File: config.mk
export PLATFORM = sky130hd
export DESIGN_NAME = shifter_seq
export DESIGN_NICKNAME = d
export VERILOG_FILES = /design/src/rtl/shifter_seq.sv
export SDC_FILE = /design/constraint.sdc
export NUM_CORES = 1
export LEC_CHECK = 0
export BUFFER_PORTS_ARGS = -buffer_cell sky130_fd_sc_hd__buf_4
export CORE_MARGIN = 2
export CORE_UTILIZATION = 58
export DETAILED_ROUTE_END_ITERATION = 10
export PLACE_DENSITY = 0.84
export SETUP_SLACK_MARGIN = 0.3
export SLEW_MARGIN = 20
export SYNTH_ARGS = -nofsm -noshare
export SYNTH_HDL_FRONTEND = slang
export SYNTH_SLANG_ARGS = --single-unit
File: constraint.sdc
create_clock -name clk -period 5.8 [get_ports clk]
set_input_delay 0.58 -clock clk [delete_from_list [all_inputs] [get_ports clk]]
set_output_delay 0.58 -clock clk [all_outputs]
set_load 0.05 [all_outputs]
File: src/rtl/shifter_seq.sv
// Iterative shifter: one bit position per clock, start/busy/done handshake.
// Define SHIFTER_ROTATE_EN to make F==2 rotate-left instead of pass.
module shifter_seq #(
   parameter int N = 4
) (
   input  logic            clk,
   input  logic            rst_n,
   input  logic            start,
   input  logic [2**N-1:0] A,
   input  logic [N-1:0]    Sh,
   input  logic [1:0]      F,
   output logic [2**N-1:0] Y,
   output logic            busy,
   output logic            done
);

   localparam int W = 2**N;

   localparam logic [1:0] S_IDLE  = 2'd0;
   localparam logic [1:0] S_SHIFT = 2'd1;
   localparam logic [1:0] S_DONE  = 2'd2;

   logic [1:0]   state_q, state_d;
   logic [W-1:0] r_q, r_d;
   logic [N-1:0] cnt_q, cnt_d;
   logic [1:0]   f_q, f_d;
   logic [W-1:0] y_q, y_d;
   logic         busy_q, busy_d;
   logic         done_q, done_d;
   logic [W-1:0] step;
   logic         skip;

   // Zero shifts (and pass, when rotate is off) finish without shifting
`ifdef SHIFTER_ROTATE_EN
   assign skip = (Sh == '0);
`else
   assign skip = (Sh == '0) || (F == 2'd2);
`endif

   always_comb begin
      step = r_q;
      case (f_q)
         2'd0: step = {r_q[W-2:0], 1'b0};
         2'd1: step = {1'b0, r_q[W-1:1]};
`ifdef SHIFTER_ROTATE_EN
         2'd2: step = {r_q[W-2:0], r_q[W-1]};
`else
         2'd2: step = r_q;
`endif
         2'd3: step = {r_q[W-1], r_q[W-1:1]};
         default: step = r_q;
      endcase
   end

   always_comb begin
      state_d = state_q;
      r_d     = r_q;
      cnt_d   = cnt_q;
      f_d     = f_q;
      case (state_q)
         S_IDLE: begin
            if (start) begin
               r_d     = A;
               cnt_d   = Sh;
               f_d     = F;
               state_d = skip ? S_DONE : S_SHIFT;
            end
         end
         S_SHIFT: begin
            r_d   = step;
            cnt_d = cnt_q - N'(1);
            if (cnt_q == N'(1)) state_d = S_DONE;
         end
         S_DONE:  state_d = S_IDLE;
         default: state_d = S_IDLE;
      endcase
   end

   // DONE lasts one cycle, so Y loads only on the entering edge
   always_comb begin
      y_d    = (state_d == S_DONE) ? r_d : y_q;
      busy_d = (state_d != S_IDLE);
      done_d = (state_d == S_DONE);
   end

   always_ff @(posedge clk) begin
      if (!rst_n) begin
         state_q <= S_IDLE;
         r_q     <= '0;
         cnt_q   <= '0;
         f_q     <= '0;
         y_q     <= '0;
         busy_q  <= 1'b0;
         done_q  <= 1'b0;
      end else begin
         state_q <= state_d;
         r_q     <= r_d;
         cnt_q   <= cnt_d;
         f_q     <= f_d;
         y_q     <= y_d;
         busy_q  <= busy_d;
         done_q  <= done_d;
      end
   end

   assign Y    = y_q;
   assign busy = busy_q;
   assign done = done_q;

endmodule

==> flow_summary.toml <==
[sta]
setup_viol = 0
hold_viol = 0
maxSlewViolCount = 0
tns_ps = 0
holdWs_ps = 462
slew-limit-headroom_pct = 50.5
post-route-period-util_pct = 38.1
finalClockSkew_ps = 3.29
tightest_slew_ps = 742
clock.fmax_ghz = 0.452
rsz0062_at_grt = "no"
fin_crit_ps = 2210

[global_routing]
grt_max_degree = 44
antenna_found_initial = 0
first_global_vias = 1673
gr-total-overflow = 0
grt_pass1_wl_mm = 7.33
groute.usage.overall_pct = 22.0

[routing]
ant_nets = 0
drc = 0
vias = 1775
vias_per_cell = 5.98
routed-wl-met2_mm = 2.11
wl_met3_um = 234
drt_pass1_iterations = 4
avgRoutedWirePerCell_um = 14.9
drt_iter0_markers = 86
routed_wl_mm = 4.42
dr.max_layer_used = "met4"
wl_met1_mm = 2.03

[pwr]
power.density_nw_per_um2 = 278
max-vdd-ir-drop_mv = 0.188
power_leakage_nw = 1.01

[cts]
cts-root-buf = "clkbuf_8"
clkLatencyLatePin_ps = 290
clk_pin_slew_ps = 70
cts_setup_buffers = 0
cts_resized = 0
cts_buffers = 5
h-tree-depth = 2
cts_hold_buffers = 0
clock_sinks = 42
clockBufferDepth = 2
cts_tree = "built"

[flow_run]
drv_cap = 0

[final_layout]
multi_input_area_um2 = 1170
area_growth_pct = 16.1
final_util_pct = 68.9
nets = 276
layout_common_cells = "dfxtp_1 (42), buf_4 (42), mux2_2 (21)"
layout-drive-gt1-share_pct = 31.7
num_antenna_cells = 0
register_area_um2 = 841
fill_cells = 310

[die]
start_util_pct = 59.3
die_w_um = 64.7
die_y_um = 64.7
coreArea_um2 = 3610
die-area_um2 = 4190
row_count = 22
ios = 43

[worst_setup_path]
critPathLaunchType = "register"
crit_slowest_cell = "o22ai_4"
max_stage_delay_ps = 600
critPathBufInv = 0
cp-startpoint = "state_q[0]$_SDFF_PN0_"
r2r-start = "state_q[0]$_SDFF_PN0_"
path_max_fanout = 20
rr_worst_depth = 3
critPathArrivalTime_ps = 2390
crit_required_ps = 5980
worstPathCellList = "or3b_1, o22ai_4, mux2_2"
crit_family = "compound AO/OA/AOI/OAI gates"
r2r_slack_ps = 3590
path_class = "register to register"
cp_num_cells = 3
reg2reg_to = "Y[11]$_SDFFE_PN0N_"
end_kind = "register"
endpoint = "Y[11]$_SDFFE_PN0N_"

[place]
gp_congestion = 0.797
numPortBuffers = 42
hpwl_mm = 2.96

[yosys]
yosysSeqAreaShare_pct = 39.3
synthCells = 219
synth_warnings = 0
synth.net_count = 246
ys_types = 41
synth-seq-cells = 42
synth_area_per_cell_um2 = 9.77
netlist_area_um2 = 2140

[min_path]
hold_path.class = "register to register"
hold_depth = 2

[status]
status = "finished, final reports clean"
## power by group
part | leakage [nW] | total (mW) | switching (mW) | internal, mW
Combinational | 0.630 | 0.171 | 0.0931 | 0.0778
Clock | 0.0383 | 0.174 | 0.0909 | 0.0829
Sequential | 0.346 | 0.346 | 0.0289 | 0.317
Total | 1.01 | 0.691 | 0.213 | 0.478
## cell usage after synthesis
cell      count  area [um2]
dfxtp_1      42         841
mux2_2       21         236
a21oi_1      18        90.1
and2_1       17         106
o221ai_1     13         114
o22ai_1      12        75.1
clkbuf_1      9        33.8
nand2_1       9        33.8
buf_2         7        35.0
mux2_4        6        90.1
nor2b_1       6        37.5
o211ai_1      6        45.0
inv_1         5        18.8
nor2_1        5        18.8
nand2b_1      4        25.0
a21boi_0      3        22.5
a211oi_1      2        15.0
a31oi_1       2        12.5
ha_1          2        25.0
mux2i_1       2        20.0
nor3_1        2        10.0
nor3b_1       2        15.0
nor4_1        2        12.5
o21bai_1      2        15.0
o221a_2       2        22.5
or3_1         2        12.5
or3b_1        2        17.5
a211o_1       1        8.76
a21o_1        1        7.51
a22o_1        1        8.76
a22oi_1       1        7.51
buf_12        1        20.0
buf_4         1        7.51
buf_6         1        11.3
nor4b_1       1        8.76
o21ai_0       1        5.00
o21ba_2       1        10.0
o22ai_4       1        20.0
o31ai_1       1        7.51
or2b_1        1        7.51
or3b_2        1        8.76
## routing by layer
metal	up-vias	GRT usage (%)
li1	875	-
met1	846	28.6
met2	49	35.8
met3	5	5.73
met4	0	6.38
met5	-	0
## through the flow
step | worst slack (ps) | power, mW | area, um2 | cells
floorplan | 3730 | 0.478 | 2140 | 219
global placement | 3460 | 0.519 | 2410 | 290
detailed placement | 3420 | 0.522 | 2410 | 290
CTS | 3570 | 0.691 | 2480 | 297
global route | 3450 | 0.723 | 2480 | 297
finish | 3590 | 0.691 | 2480 | 297
## state kept, by name, indices dropped and copies added, names as in the netlist
name / cells
state_q: 2
r_q: 16
f_q: 2
busy: 1
cnt_q: 4
Y: 16
done: 1
## final cells by class
cell class / instances / area share, %
Clock buffer: 7 / 3.07
Inverter: 5 / 0.756
Multi-Input combinational cell: 153 / 47.2
Sequential cell: 42 / 33.9
Tap cell: 48 / 2.42
Timing Repair Buffer: 42 / 12.7
## worst reg2reg max path, cell delays in order, from the launching register on
cell and delay [ps]:
dfxtp_1 510, or3b_1 580, o22ai_4 600, mux2_2 420
## how the worst min path moves through the flow
stage	slack [ps]	startpoint	endpoint
after detailed placement	460	Y[2]$_SDFFE_PN0N_	Y[2]$_SDFFE_PN0N_
after global routing	500	cnt_q[1]$_SDFFE_PN0P_	cnt_q[1]$_SDFFE_PN0P_
final	460	Y[2]$_SDFFE_PN0N_	Y[2]$_SDFFE_PN0N_
after floorplan	450	cnt_q[1]$_SDFFE_PN0P_	cnt_q[1]$_SDFFE_PN0P_
after CTS	470	Y[2]$_SDFFE_PN0N_	Y[2]$_SDFFE_PN0N_
after global placement	450	Y[2]$_SDFFE_PN0N_	Y[2]$_SDFFE_PN0N_
## cell families after synthesis
group,Yosys count,synth area share (%)
AO/OA/AOI/OAI,68,22.7
AND/OR/NAND/NOR,54,14.7
flip-flops,42,39.3
multiplexers,29,16.2
buffers and inverters,24,5.91
adder cells (fa/ha/maj),2,1.17
Power figures use the tool's default switching activity.
